`config.mk`:
```
export PLATFORM = sky130hd
export DESIGN_NAME = usr_shift_reg_flat
export DESIGN_NICKNAME = d
export VERILOG_FILES = /design/src/rtl/usr_shift_if.sv /design/src/rtl/usr_shift_reg.sv /design/src/flat_wrapper.sv
export SDC_FILE = /design/constraint.sdc
export NUM_CORES = 1
export LEC_CHECK = 0
export CAP_MARGIN = 20
export CORE_MARGIN = 3
export CORE_UTILIZATION = 46
export CTS_CLUSTER_DIAMETER = 120
export DETAILED_ROUTE_END_ITERATION = 7
export GPL_TIMING_DRIVEN = 0
export PLACE_DENSITY = 0.81
export SYNTH_ARGS = -nofsm -noshare
export SYNTH_HDL_FRONTEND = slang
export SYNTH_SLANG_ARGS = --single-unit
```
`constraint.sdc`:
```
create_clock -name clk -period 2.05 [get_ports clk]
set_input_delay 0.41 -clock clk [delete_from_list [all_inputs] [get_ports clk]]
set_output_delay 0.41 -clock clk [all_outputs]
set_load 0.02 [all_outputs]
```
`src/rtl/usr_shift_if.sv`:
```
// usr_shift_if: control, data and status bundle of usr_shift_reg.
interface usr_shift_if #(parameter int WIDTH = 4);
  localparam int CW = $clog2(WIDTH + 1);
  logic en;
  logic [1:0] mode;
  logic sin_r;
  logic sin_l;
  logic rotate;
  logic [WIDTH-1:0] pdata;
  logic [WIDTH-1:0] state;
  logic sout;
  logic [CW-1:0] cnt;
  logic drained;
  modport master (output en, mode, sin_r, sin_l, rotate, pdata, input state, sout, cnt, drained);
  modport slave (input en, mode, sin_r, sin_l, rotate, pdata, output state, sout, cnt, drained);
endinterface

```
`src/rtl/usr_shift_reg.sv`:
```
// usr_shift_reg: universal shift register (hold/right/left/load) with saturating shift count.
// Define USR_ROTATE_EN to make rotate=1 turn shifts circular.
module usr_shift_reg #(
  parameter int WIDTH = 4,
  parameter logic [WIDTH-1:0] RESET_VALUE = '0
) (
  input logic clk,
  input logic reset,
  usr_shift_if.slave bus
);
  localparam int CW = $clog2(WIDTH + 1);
  logic [WIDTH-1:0] state_q, state_d;
  logic [CW-1:0] cnt_q, cnt_d;
  logic sout_q, sout_d, drained_q, drained_d;
  logic rot, shr, shl, ld, ins_r, ins_l;
`ifdef USR_ROTATE_EN
  assign rot = bus.rotate;
`else
  logic rotate_unused;
  assign rotate_unused = bus.rotate;
  assign rot = 1'b0;
`endif
  assign shr = bus.en && bus.mode == 2'b01;
  assign shl = bus.en && bus.mode == 2'b10;
  assign ld = bus.en && bus.mode == 2'b11;
  assign ins_r = rot ? state_q[0] : bus.sin_r;
  assign ins_l = rot ? state_q[WIDTH-1] : bus.sin_l;
  always_comb begin
    state_d = ld ? bus.pdata : shr ? {ins_r, state_q[WIDTH-1:1]} : shl ? {state_q[WIDTH-2:0], ins_l} : state_q;
    sout_d = ld ? 1'b0 : shr ? state_q[0] : shl ? state_q[WIDTH-1] : sout_q;
    // count total shifts regardless of direction, saturating at WIDTH
    cnt_d = ld ? '0 : ((shr || shl) && cnt_q != CW'(WIDTH)) ? cnt_q + CW'(1) : cnt_q;
    drained_d = cnt_d == CW'(WIDTH);
  end
  always_ff @(posedge clk or negedge reset) begin
    if (!reset) begin
      state_q <= RESET_VALUE;
      sout_q <= 1'b0;
      cnt_q <= '0;
      drained_q <= 1'b0;
    end else begin
      state_q <= state_d;
      sout_q <= sout_d;
      cnt_q <= cnt_d;
      drained_q <= drained_d;
    end
  end
  assign bus.state = state_q;
  assign bus.sout = sout_q;
  assign bus.cnt = cnt_q;
  assign bus.drained = drained_q;
endmodule

```
`src/flat_wrapper.sv`:
```
// flat-port wrapper written by rule: the top's interface ports become plain ports
module usr_shift_reg_flat 
#(
  parameter int WIDTH = 4,
  parameter logic [WIDTH-1:0] RESET_VALUE = '0
)
  (clk, reset, bus_en, bus_mode, bus_sin_r, bus_sin_l, bus_rotate, bus_pdata, bus_state, bus_sout, bus_cnt, bus_drained);
  usr_shift_if #(.WIDTH(WIDTH)) bus_i ();
  input logic clk;
  input logic reset;
  input wire logic [$bits(bus_i.en)-1:0] bus_en;
  input wire logic [$bits(bus_i.mode)-1:0] bus_mode;
  input wire logic [$bits(bus_i.sin_r)-1:0] bus_sin_r;
  input wire logic [$bits(bus_i.sin_l)-1:0] bus_sin_l;
  input wire logic [$bits(bus_i.rotate)-1:0] bus_rotate;
  input wire logic [$bits(bus_i.pdata)-1:0] bus_pdata;
  output wire logic [$bits(bus_i.state)-1:0] bus_state;
  output wire logic [$bits(bus_i.sout)-1:0] bus_sout;
  output wire logic [$bits(bus_i.cnt)-1:0] bus_cnt;
  output wire logic [$bits(bus_i.drained)-1:0] bus_drained;
  assign bus_i.en = bus_en;
  assign bus_i.mode = bus_mode;
  assign bus_i.sin_r = bus_sin_r;
  assign bus_i.sin_l = bus_sin_l;
  assign bus_i.rotate = bus_rotate;
  assign bus_i.pdata = bus_pdata;
  assign bus_state = bus_i.state;
  assign bus_sout = bus_i.sout;
  assign bus_cnt = bus_i.cnt;
  assign bus_drained = bus_i.drained;
  usr_shift_reg #(.WIDTH(WIDTH), .RESET_VALUE(RESET_VALUE)) u_core (.clk(clk), .reset(reset), .bus(bus_i));
endmodule
```
==> results of run 1 <==
==> through the flow <==
| step | total power (W) | instance area (sq um) | std cells |
|---|---|---|---|
| finish | 0.000796 | 820 | 97 |
| floorplan | 0.000503 | 606 | 62 |
| global placement | 0.000651 | 793 | 93 |
| global route | 0.000851 | 820 | 97 |
| detailed placement | 0.000659 | 793 | 93 |
| CTS | 0.000801 | 820 | 97 |
==> cell type report <==
type | count | area (sq um)
Timing Repair Buffer | 17 | 170
Sequential cell | 9 | 225
Fill cell | 84 | 352
Clock buffer | 4 | 26.3
Inverter | 4 | 15.0
Multi-Input combinational cell | 45 | 320
Buffer | 4 | 45.0
Tap cell | 14 | 17.5
==> state kept, by name (all words and copies together), names as in the netlist <==
signal and flops:
u_core.bus.sout 1, u_core.bus.drained 1, u_core.bus.state 4, u_core.bus.cnt 3
==> worst max path at each step <==
stage / to / slack (ns) / depth (start not counted)
2_1_floorplan: u_core.bus.drained$_DFF_PN0_ / 0.65 / 6
3_5_place_dp: u_core.bus.sout$_DFFE_PN0P_ / 0.35 / 4
6_report: bus_cnt[0] / 0.33 / 1
5_1_grt: bus_cnt[0] / 0.27 / 1
4_1_cts: bus_cnt[0] / 0.32 / 1
3_3_place_gp: u_core.bus.state[1]$_DFFE_PN0P_ / 0.36 / 4
==> power by group <==
part / internal [W] / switching, W
Sequential: 0.000227 / 0.0000490
Combinational: 0.000199 / 0.000183
Clock: 0.0000750 / 0.0000632
Total: 0.000500 / 0.000296
==> routing by layer <==
layer / vias up / wire length, um / track usage [%]
li1: 264 / - / -
met1: 263 / 597 / 22.2
met2: 28 / 662 / 24.6
met3: 4 / 86 / 4.29
met4: 0 / 18 / 5.59
met5: - / 0 / 0
==> synth_stat cells, types with 2 or more instances <==
master	n
sky130_fd_sc_hd__dfrtp_1	9
sky130_fd_sc_hd__mux2i_1	5
sky130_fd_sc_hd__nand2_1	5
sky130_fd_sc_hd__inv_1	4
sky130_fd_sc_hd__o21ai_1	4
sky130_fd_sc_hd__nor2_1	3
sky130_fd_sc_hd__o22ai_1	3
sky130_fd_sc_hd__a21oi_1	2
sky130_fd_sc_hd__a22o_1	2
sky130_fd_sc_hd__buf_6	2
sky130_fd_sc_hd__ha_1	2
sky130_fd_sc_hd__nand3_1	2
sky130_fd_sc_hd__nor2b_1	2
==> cell families after synthesis <==
group / after synthesis / synth area share, %
compound gates: 17 / 18.8
xor+xnor: 2 / 4.13
fa+ha+maj: 2 / 4.13
buf+inv: 8 / 9.92
flops: 9 / 37.2
mux: 6 / 10.1
simple gates: 18 / 15.7
==> results.rst, run 1 <==
.. list-table::
   :header-rows: 1

   * - Metric
     - Value
   * - Reg2reg path depth
     - 6
   * - Total setup violations reported at the end of the flow
     - 0
   * - Total gr overflow
     - 0
   * - Via count
     - 559
   * - Commonest non-fill, non-tap cells in the layout
     - sky130_fd_sc_hd__clkdlybuf4s50_1 (17), sky130_fd_sc_hd__dfrtp_1 (9), sky130_fd_sc_hd__nand2_1 (5), sky130_fd_sc_hd__mux2i_1 (5)
   * - Pwr dens
     - 971 nW/um^2
   * - Initial Utilization
     - 51.7%
   * - Buffers added on ports
     - 17
   * - Initial antenna violation count
     - 0
   * - Combined global-route utilization of all metal layers
     - 16.3%
   * - Worst R2R End
     - u_core.bus.drained$_DFF_PN0_
   * - Flops & latches, synth
     - 9
   * - Post-synthesis area per instance
     - 9.77 sq um
   * - Standard cell with the maximum stage delay on the critical path
     - sky130_fd_sc_hd__clkdlybuf4s50_1
   * - CTS buffer count
     - 3
   * - Hold slack final
     - 0.393 ns
   * - Final Util
     - 70.0%
   * - Required time worst endpoint
     - 1.64 ns
   * - Final wirelength
     - 1.37 mm
   * - Area added between synthesis and finish
     - 35.3%
   * - Mapped Cells
     - 62
   * - Hold bufs inserted after CTS
     - 0
   * - Pin count of the biggest net entering global routing
     - 11
   * - Count of different cell masters after synthesis
     - 30
   * - Diodes inserted
     - 0
   * - Highest cell delay on the worst timing path
     - 0.63 ns
   * - Sum of buffers and inverters on the critical path
     - 1
   * - Number of nets in the synthesized netlist
     - 76
   * - Worst Path Arrival
     - 1.31 ns
   * - Number of enable-type register cells in the synthesized netlist
     - 0
   * - Fmax achieved
     - 581 MHz
   * - Launching instance or port of the critical path
     - u_core.bus.cnt[0]$_DFF_PN0_
   * - Worst-case clock buffer depth
     - 2
   * - Reg2Reg Setup Slack
     - 0.66 ns
   * - Std cell rows
     - 12
   * - Count of clock tree sinks
     - 9
   * - Critical path endpoint category
     - output pin
   * - Die height
     - 42.3 um
   * - Hold Path Origin
     - bus_mode[0]
   * - Floorplan core area
     - 1170 sq um
   * - Worst Max-Slew Pin Slew
     - 0.424 ns
   * - Fraction of the yosys area taken by sequential cells
     - 37.2%
   * - Weighted congestion reported at the end of routability-driven placement
     - 0.778
   * - Maximum fanout encountered on the critical timing path
     - 5
   * - CTS Root Buffer Type
     - sky130_fd_sc_hd__clkbuf_4
   * - Max-Cap Viols
     - 0
   * - Post-layout net count
     - 98
   * - Io pins
     - 21
   * - Ordered list of cells on the worst path
     - clkdlybuf4s50_1
   * - Detailed-placement wirelength estimate
     - 1.06 mm
   * - Layout Skew
     - 0.000181 ns
   * - Fraction of post-synthesis cell area in the top cell type by area
     - 37.2%
   * - DRC
     - 0
   * - Share of post-route cells with drive strength above 1
     - 13.3%
   * - Pre-Repair DR Iteration Count
     - 4
   * - Time the final worst path needs with I/O delays and setup
     - 1.72 ns
   * - Number of gates resized after cts
     - 0
   * - Kind of path behind the tightest hold check
     - input port to flop
   * - Worst path setup slack after routing
     - 0.329 ns
   * - Top area cells in the synthesized netlist
     - sky130_fd_sc_hd__dfrtp_1 (37%), sky130_fd_sc_hd__mux2i_1 (8.3%), sky130_fd_sc_hd__ha_1 (4.1%)
   * - Total leakage power
     - 0.373 nW
   * - Cell class contributing the biggest share of worst-path delay
     - buffers and inverters
   * - RSZ-0062 raised after global routing
     - false
   * - Clock latency of the later-clocked register in the worst-skew pair
     - 0.25 ns
   * - Worst slack at placement
     - 0.353 ns
   * - Max-Slew Margin vs Limit
     - 71.6%
   * - Detailed-route vias per instance
     - 5.76
   * - Post-route setup TNS
     - 0 ns
   * - First-pass GRT wire length
     - 2.24 mm
   * - Number of warning messages in the yosys log
     - 0
   * - Die footprint
     - 1790 sq um
   * - Number of pins exceeding their max-slew limit in the final report
     - 0
   * - Number of global-route vias before repair
     - 511
   * - Post-route antenna net violation count
     - 0
   * - Dominant register cell in the synthesized netlist
     - sky130_fd_sc_hd__dfrtp_1
   * - Most common cell after layout, fill and taps aside
     - sky130_fd_sc_hd__clkdlybuf4s50_1
   * - Critical Path Source Type
     - flop
   * - Launch instance of the worst register-to-register path
     - u_core.bus.cnt[0]$_DFF_PN0_
   * - Clock tree from TritonCTS
     - done
   * - Fraction of synthesis flops using an asynchronous set or reset pin
     - 100%
   * - Die X-Extent
     - 42.3 um
   * - Worst hold path stage count
     - 2
   * - Hold Crit Endpoint
     - u_core.bus.cnt[1]$_DFF_PN0_
   * - Cell taking the most area after synthesis
     - sky130_fd_sc_hd__dfrtp_1
   * - Peak ir drop on the vdd network
     - 0.735 mV
   * - Critical Setup Path Class
     - flop to output pin
   * - Final Hold Violating Endpoints
     - 0
   * - Number of design-rule violations left by the first detailed-router iteration
     - 24
   * - Post-Synthesis Cell Area
     - 606 sq um
   * - Register clock-pin slew on the reported worst setup and hold paths
     - 0.06 ns
   * - Post-CTS Repair Setup Buffers
     - 0
   * - H-tree depth
     - 1
   * - Routed wirelength normalized by instance count
     - 14.1 um
   * - Final cycle utilization of the critical path
     - 84.0%
   * - Result of the run
     - complete, no violations
Note: power is estimated with default switching activity, not from simulation.
==> run 2: changes to the inputs <==
CORE_ASPECT_RATIO = 0.9   (was not set)
CORE_UTILIZATION = 39   (was 46)
PLACE_DENSITY = 0.73   (was 0.81)
clock period = 1.4 ns   (was 2.05 ns; I/O delays follow)
==> results.rst, run 2 (synthesis gave the netlist of run 1 again) <==
.. list-table::
   :header-rows: 1

   * - Metric
     - Value
   * - Design Power
     - 0.00120 W (+51%)
   * - Required time worst endpoint
     - 1.54 ns (-0.10 ns)
   * - CTS Root Buffer Type
     - sky130_fd_sc_hd__clkbuf_4
   * - Max FFs per register
     - 4 (unchanged)
   * - Standard cell with the maximum stage delay on the critical path
     - sky130_fd_sc_hd__dfrtp_1
   * - Detailed-route vias per instance
     - 5.23 (-9.2%)
   * - Critical Path Source Type
     - flop
   * - Area added between synthesis and finish
     - 39.9%
   * - Pwr dens
     - 1420 nW/um^2 (+46%)
   * - Total number of cells along the worst setup path
     - 6 (+5)
   * - Worst Max-Slew Pin Slew
     - 0.406 ns (-0.0184 ns)
   * - Total gr overflow
     - 0 (unchanged)
   * - Initial antenna violation count
     - 0 (unchanged)
   * - Total leakage power
     - 0.407 nW (+9.1%)
   * - Result of the run
     - complete, no violations
   * - Number of global-route vias before repair
     - 481 (-5.9%)
   * - Critical Setup Path Class
     - flop to flop
   * - Kind of path behind the tightest hold check
     - input port to flop
   * - Clock tree from TritonCTS
     - done
   * - DRC
     - 0 (unchanged)
   * - Launch instance of the worst register-to-register path
     - u_core.bus.cnt[1]$_DFF_PN0_
   * - Final cycle utilization of the critical path
     - 95.8%
   * - Cell class contributing the biggest share of worst-path delay
     - flip-flops
   * - Register clock-pin slew on the reported worst setup and hold paths
     - 0.07 ns (about the same)
   * - Critical path endpoint
     - u_core.bus.drained$_DFF_PN0_
   * - Combined global-route utilization of all metal layers
     - 14.5% (-1.7 points)
   * - Reg2Reg Setup Slack
     - 0.06 ns (-0.60 ns)
   * - Most common cell after layout, fill and taps aside
     - sky130_fd_sc_hd__dlygate4sd2_1
   * - First-pass GRT wire length
     - 2.14 mm (-4.3%)
   * - Pin count of the biggest net entering global routing
     - 11 (unchanged)
   * - Io pins
     - 21 (unchanged)
   * - Share of post-route cells with drive strength above 1
     - 21.2% (+7.9 points)
   * - Die footprint
     - 2060 sq um (+15%)
   * - Final Hold Violating Endpoints
     - 0 (unchanged)
   * - Initial Utilization
     - 45.3% (-6.4 points)
   * - Reg2reg path depth
     - 6 (unchanged)
   * - Max-Slew Margin vs Limit
     - 72.8% (+1.2 points)
   * - Via count
     - 518 (-7.3%)
   * - Maximum fanout encountered on the critical timing path
     - 4 (-1)
   * - Worst R2R End
     - u_core.bus.drained$_DFF_PN0_
   * - Floorplan core area
     - 1340 sq um (+14%)
   * - Commonest non-fill, non-tap cells in the layout
     - sky130_fd_sc_hd__dlygate4sd2_1 (9), sky130_fd_sc_hd__clkdlybuf4s50_1 (8), sky130_fd_sc_hd__dfrtp_1 (8), sky130_fd_sc_hd__nand2_1 (5), sky130_fd_sc_hd__mux2i_1 (5)
   * - Clock latency of the later-clocked register in the worst-skew pair
     - 0.27 ns (+0.02 ns)
   * - Sum of buffers and inverters on the critical path
     - 1 (unchanged)
   * - Total setup violations reported at the end of the flow
     - 0 (unchanged)
   * - Buffers added on ports
     - 17 (unchanged)
   * - CTS buffer count
     - 3 (unchanged)
   * - Layout Skew
     - 0.0103 ns (+0.0102 ns)
   * - Count of clock tree sinks
     - 9 (unchanged)
   * - Post-route antenna net violation count
     - 0 (unchanged)
   * - Peak ir drop on the vdd network
     - 0.931 mV (+27%)
   * - Final wirelength
     - 1.37 mm (+0.15%)
   * - Critical path endpoint category
     - flop
   * - Diodes inserted
     - 0 (unchanged)
   * - Number of design-rule violations left by the first detailed-router iteration
     - 11 (-54%)
   * - H-tree depth
     - 1 (unchanged)
   * - Post-layout net count
     - 100 (+2.0%)
   * - Weighted congestion reported at the end of routability-driven placement
     - 0.746 (-4.0%)
   * - Highest cell delay on the worst timing path
     - 0.41 ns (-0.22 ns)
   * - Time the final worst path needs with I/O delays and setup
     - 1.34 ns
   * - Worst Path Arrival
     - 1.48 ns (+0.17 ns)
   * - Std cell rows
     - 12 (unchanged)
   * - Die height
     - 43.4 um (+2.6%)
   * - Routed wirelength normalized by instance count
     - 13.8 um (-1.9%)
   * - Pre-Repair DR Iteration Count
     - 4 (unchanged)
   * - Detailed-placement wirelength estimate
     - 1.02 mm (-4.1%)
   * - Hold bufs inserted after CTS
     - 0 (unchanged)
   * - Ordered list of cells on the worst path
     - buf_4, ha_1, o211a_1, o22ai_2, nor2_2, a21boi_2
   * - Die X-Extent
     - 47.5 um (+12%)
   * - Fmax achieved
     - 745 MHz
   * - Max-Cap Viols
     - 0 (unchanged)
   * - Post-route setup TNS
     - 0 ns (unchanged)
   * - Launching instance or port of the critical path
     - u_core.bus.cnt[1]$_DFF_PN0_
   * - Number of pins exceeding their max-slew limit in the final report
     - 0 (unchanged)
   * - Final Util
     - 63.4% (-6.6 points)
   * - Worst-case clock buffer depth
     - 2 (unchanged)
==> run 2: layout make-up <==
cell class	count	area (sq um)
fillers	120	489
multi-input cells	45	343
flip-flops and latches	9	226
repair buffers	19	174
plain buffers	4	45.0
clock buffers	4	26.3
well taps	14	17.5
inverters	4	15.0
==> run 2: per-layer routing <==
layer  global-route usage [%]  routed length, um  up-vias
met5                        0                  0        -
met4                     4.84                  0        0
met3                     4.98                 53        0
met2                     19.0                640       13
met1                     22.1                674      239
li1                         -                  -      266
==> run 2: power by group <==
part           internal [W]  switching (W)
registers          0.000335      0.0000679
clock network      0.000110      0.0000954
logic              0.000298       0.000298
total              0.000743       0.000461
==> run 2: repair_timing <==
item | in CTS | in global routing
pin swaps | 0 | 2
endpoints found under the setup margin | 9 | 1
setup buffers | 0 | 2
gates resized for setup | 9 | 5
==> run 2: worst min-delay path by stage <==
stage	start	to	slack (ns)	depth (start not counted)
after floorplan	reset	u_core.bus.cnt[0]$_DFF_PN0_	-0.02	0
after global placement	bus_mode[0]	u_core.bus.cnt[1]$_DFF_PN0_	0.53	2
after detailed placement	bus_mode[0]	u_core.bus.cnt[1]$_DFF_PN0_	0.53	2
after CTS	bus_mode[0]	u_core.bus.cnt[1]$_DFF_PN0_	0.24	2
after global routing	bus_mode[0]	u_core.bus.cnt[1]$_DFF_PN0_	0.26	2
final	bus_mode[0]	u_core.bus.cnt[1]$_DFF_PN0_	0.25	2
==> run 2: metrics by stage <==
stage	cells	setup slack (ns)	hold slack, ns	area [sq um]
3_3_place_gp	93	-0.182	0.529	795
5_1_grt	99	-0.0193	0.256	847
6_report	99	0.0586	0.247	847
2_1_floorplan	62	0.0577	-0.0156	607
3_5_place_dp	93	-0.194	0.527	795
4_1_cts	97	0.0459	0.238	810
